--- src/rtl/imm_extend_pipe.sv ---
// Pipelined immediate extender for the MIPS decode stage.
// Extends a raw immediate in one of four modes when it is accepted, then
// carries the result and its tag through a two-entry valid/ready skid
// buffer. The buffer supports a synchronous flush and an asynchronous reset.
module imm_extend_pipe #(
  parameter int unsigned IN_W  = 16,
  parameter int unsigned OUT_W = 32,
  parameter int unsigned TAG_W = 5
) (
  input  logic             clk,
  input  logic             reset,
  input  logic             flush,
  input  logic             in_valid,
  output logic             in_ready,
  input  logic [IN_W-1:0]  in_imm,
  input  logic [1:0]       in_mode,
  input  logic [TAG_W-1:0] in_tag,
  output logic             out_valid,
  input  logic             out_ready,
  output logic [OUT_W-1:0] out_data,
  output logic [TAG_W-1:0] out_tag,
  output logic             out_neg
);

  // Branch mode shifts left by two, so two guard bits must exist above the field.
  if (OUT_W < IN_W + 2) begin : gen_width_check
    $error("imm_extend_pipe: OUT_W must be at least IN_W+2");
  end

  typedef enum logic [1:0] {
    StEmpty = 2'd0,
    StOne   = 2'd1,
    StFull  = 2'd2
  } state_e;

  state_e             state_q;
  logic [OUT_W-1:0]   head_data_q;
  logic [TAG_W-1:0]   head_tag_q;
  logic [OUT_W-1:0]   skid_data_q;
  logic [TAG_W-1:0]   skid_tag_q;

  logic [OUT_W-1:0]   sext;
  logic [OUT_W-1:0]   ext_data;
  logic               accept;
  logic               pop;

  // Extend the incoming immediate according to its mode.
  always_comb begin
    sext     = {{(OUT_W-IN_W){in_imm[IN_W-1]}}, in_imm};
    ext_data = sext;
    unique case (in_mode)
      2'b00: ext_data = sext;
      2'b01: ext_data = {{(OUT_W-IN_W){1'b0}}, in_imm};
      2'b10: ext_data = {in_imm, {(OUT_W-IN_W){1'b0}}};
      2'b11: ext_data = sext << 2;
      default: ext_data = sext;
    endcase
  end

  // Handshake: in_ready depends only on registered state, flush and reset,
  // never on out_ready, so upstream sees no combinational path from downstream.
  always_comb begin
    in_ready  = !reset && !flush && (state_q != StFull);
    out_valid = (state_q != StEmpty);
    accept    = in_valid && in_ready;
    pop       = out_valid && out_ready;
  end

  assign out_data = head_data_q;
  assign out_tag  = head_tag_q;
  assign out_neg  = head_data_q[OUT_W-1];

  // Buffer state machine: head drives the outputs, skid absorbs one extra
  // entry when downstream stalls. Data registers keep their value on empty.
  always_ff @(posedge clk or posedge reset) begin
    if (reset) begin
      state_q     <= StEmpty;
      head_data_q <= '0;
      head_tag_q  <= '0;
      skid_data_q <= '0;
      skid_tag_q  <= '0;
    end else if (flush) begin
      state_q <= StEmpty;
    end else begin
      unique case (state_q)
        StEmpty: begin
          if (accept) begin
            head_data_q <= ext_data;
            head_tag_q  <= in_tag;
            state_q     <= StOne;
          end
        end
        StOne: begin
          if (accept && pop) begin
            head_data_q <= ext_data;
            head_tag_q  <= in_tag;
          end else if (accept) begin
            skid_data_q <= ext_data;
            skid_tag_q  <= in_tag;
            state_q     <= StFull;
          end else if (pop) begin
            state_q <= StEmpty;
          end
        end
        StFull: begin
          if (pop) begin
            head_data_q <= skid_data_q;
            head_tag_q  <= skid_tag_q;
            state_q     <= StOne;
          end
        end
        default: state_q <= StEmpty;
      endcase
    end
  end

endmodule
--- config.mk ---
export PLATFORM = sky130hd
export DESIGN_NAME = imm_extend_pipe
export DESIGN_NICKNAME = d
export VERILOG_FILES = /design/src/rtl/imm_extend_pipe.sv
export SDC_FILE = /design/constraint.sdc
export NUM_CORES = 1
export LEC_CHECK = 0
export BUFFER_PORTS_ARGS = -buffer_cell sky130_fd_sc_hd__buf_2
export CORE_MARGIN = 3
export CORE_UTILIZATION = 41
export DETAILED_ROUTE_END_ITERATION = 8
export SYNTH_ARGS = -nofsm -noshare
export SYNTH_HDL_FRONTEND = slang
export SYNTH_SLANG_ARGS = --single-unit
--- constraint.sdc ---
create_clock -name clk -period 2.26 [get_ports clk]
set_input_delay 0.226 -clock clk [delete_from_list [all_inputs] [get_ports clk]]
set_output_delay 0.226 -clock clk [all_outputs]
set_load 0.02 [all_outputs]
==> flow_metrics.tcl <==
set metrics [dict create \
    power_frac_seq_pct 49.8 \
    setup.worst_path.end_class "flip-flop" \
    dieArea_um2 10100 \
    nFillCells 822 \
    insertedDiodeCount 0 \
    synth_area_um2 3660 \
    routabilityCongestion 0.805 \
    seq_area_frac_synth_pct 51.9 \
    syn_inst 389 \
    synthDistinctLibCells 32 \
    p_sw_w 0.00114 \
    drt_iter0_drc 106 \
    p_leak_nw 2.11 \
    fin_nets 472 \
    finalMaxSlewViolations 0 \
    switching_share_pct 32.3 \
    finClkSkew_ns 0.00560 \
    area_growth_pct 16.6 \
    status "finished clean" \
    syn_avg_cell_area_um2 9.41 \
    grt_setup_unrepaired "false" \
    wire_per_inst_um 14.9 \
    place_inst 538 \
    holdWs_ns 0.00620 \
    core_um2 8420 \
    power_density_nw_per_um2 831 \
    arrival_ns 2.25 \
    first_pass_iters 4 \
    root_buffer "clkbuf_8" \
    worstPathRequired_ns 2.55 \
    finalSetupTns_ns 0 \
    row_count 33 \
    insertion_delay_ns 0.34 \
    pwr-share-comb_pct 22.7 \
    io_buffers 67 \
    vias_per_cell 5.16 \
    grt_pass1_wl_um 14200 \
    postRouteAntennaNets 0 \
    multi_input_area_um2 1610 \
    max_freq_ghz 0.511 \
    peakVddDrop_mv 0.311 \
    io_pins 68 \
    clockBufferDepth 2 \
    htree_levels 3 \
    wirelength_um 8250 \
    fp.dieW_um 101 \
    layoutNonFillerInstCount 554 \
    period_share_pct 86.6 \
    die_h_um 101 \
    period_needed_ns 1.96 \
    grt_pass1_vias 2829 \
    critPathLaunchType "flip-flop" \
    utilization_pct 50.7 \
    synth_edf_count 0 \
    numCtsBuffers 9 \
    finalSetupViolations 0 \
    internal_power_w 0.00240 \
    drc 0 \
    initial_core_util_pct 43.5 \
    grt_max_degree 77 \
    place_hpwl_um 5710 \
    drive_gt1_share_pct 24.3 \
    cts_hold_buf 0 \
    cts_tree "built" \
    synth_async_sr_flop_share_pct 100 \
    path_class "flip-flop to flip-flop" \
    grt_overflow 0 \
    relSlewSlack_pct 54.1 \
    synth_warnings 0 \
    grtUsageTotal_pct 17.7 \
    maxCapViolCount 0 \
    antenna_found_initial 0 \
    tightest_slew_ns 0.687 \
    ctsResizeCount 0 \
    worstPathMaxFanout 13 \
    ys_ff_latch 76 \
    design_power_total_w 0.00355 \
    cts_sinks 76 \
    clkTransAtPathRegs_ns 0.08 \
    hp-class "input pin to async pin" \
    synth_nets 417 \
    vias 2861 \
    hold_viol 0 \
    post_cts_buffers 0 \
    pwr-share-clk_pct 27.5 \
    final-seq-area_um2 1900 \
    ys.flop_type "dfrtp_1" \
]
## final cells by class
type | instances | area share (%)
clock buffers | 11 | 3.55
clock inverters | 5 | 0.850
inverters | 2 | 0.176
multi-input cells | 278 | 37.6
flip-flops and latches | 76 | 44.5
well taps | 105 | 3.08
repair buffers | 77 | 10.2
## synthesized netlist by cell type (2+ instances only)
cell	number	area (µm²)
nor3_1	2	10.0
a211oi_1	2	15.0
a21o_1	14	105
and2_1	3	18.8
a21oi_1	18	90.1
o21ai_0	12	60.1
nand2b_1	4	25.0
nor2_1	34	128
a211oi_2	12	150
buf_2	6	30.0
o21ai_1	43	215
nor2b_1	31	194
inv_1	2	7.51
mux2i_1	7	70.1
dfrtp_1	76	1900
o2bb2ai_1	14	123
buf_6	2	22.5
clkbuf_1	24	90.1
nand2_1	56	210
a31oi_1	15	93.8
## cells by family (layout without fill, tap and decap cells)
kind of cell    count (synthesis)  in the layout  share of synthesized area [%]
compound gates                132            132                           23.7
buf+inv                        35             95                           4.30
flops                          76             76                           51.9
mux                             8              8                           2.22
simple gates                  138            138                           17.9
## registers in the layout, summed over array words and instances, names as in the netlist
signal,flops
out_data,32
skid_data_q,32
out_tag,5
skid_tag_q,5
state_q,2
## metrics by stage
stage,worst slack (ns),area [µm²]
floorplan,0.0957,3660
global placement,0.388,4080
detailed placement,0.319,4080
CTS,0.295,4270
global route,0.168,4270
finish,0.303,4270
## power by group through the flow
stage | clock (W) | combinational (W) | sequential, W
after floorplan | 0 | 0.000392 | 0.00194
after global routing | 0.00106 | 0.000909 | 0.00180
after global placement | 0 | 0.000799 | 0.00178
after detailed placement | 0 | 0.000819 | 0.00179
after CTS | 0.00100 | 0.000821 | 0.00177
final | 0.000974 | 0.000806 | 0.00176
## metal layers
layer	global-route usage (%)	vias up	share of wire (%)
li1	-	1454	-
met1	25.3	1344	49
met2	27.2	59	47
met3	2.84	4	4.0
met4	6.22	0	0.67
met5	0	-	0
## critical path, cell delays in order, from the launching register on
cell	delay, ns
dfrtp_1	0.46
or4b_1	0.58
a31o_2	0.36
buf_4	0.23
a211oi_2	0.16
a21o_1	0.10
## layout by cell type, fill, tap and decap left out, drive strengths merged, types with 2 or more instances in the layout
| master | count |
|---|---|
| nor2 | 34 |
| nor2b | 31 |
| buf | 77 |
| a31oi | 15 |
| clkinvlp | 3 |
| mux2i | 7 |
| o21ai | 55 |
| or2 | 2 |
| a211oi | 14 |
| clkbuf | 11 |
| o2bb2ai | 14 |
| clkinv | 2 |
| and2 | 3 |
| dfrtp | 76 |
| a21oi | 18 |
| inv | 2 |
| nor3 | 2 |
| nand2 | 56 |
| a21o | 14 |
| nand2b | 4 |
## final timing paths
check                                    from         endpoint  slack (ns)  depth (start not counted)
max in group asynchronous               reset     out_data[14]        1.94                          3
worst max register to register     state_q[1]      out_data[4]        0.30                          5
worst min-delay path                    reset  skid_data_q[31]       0.006                          3
worst max-delay path               state_q[1]      out_data[4]        0.30                          5
min in group clk                    in_tag[1]    skid_tag_q[1]        0.08                          3
worst min register to register  skid_tag_q[3]    skid_tag_q[3]        0.48                          2
(Power assumes the default switching activity.)
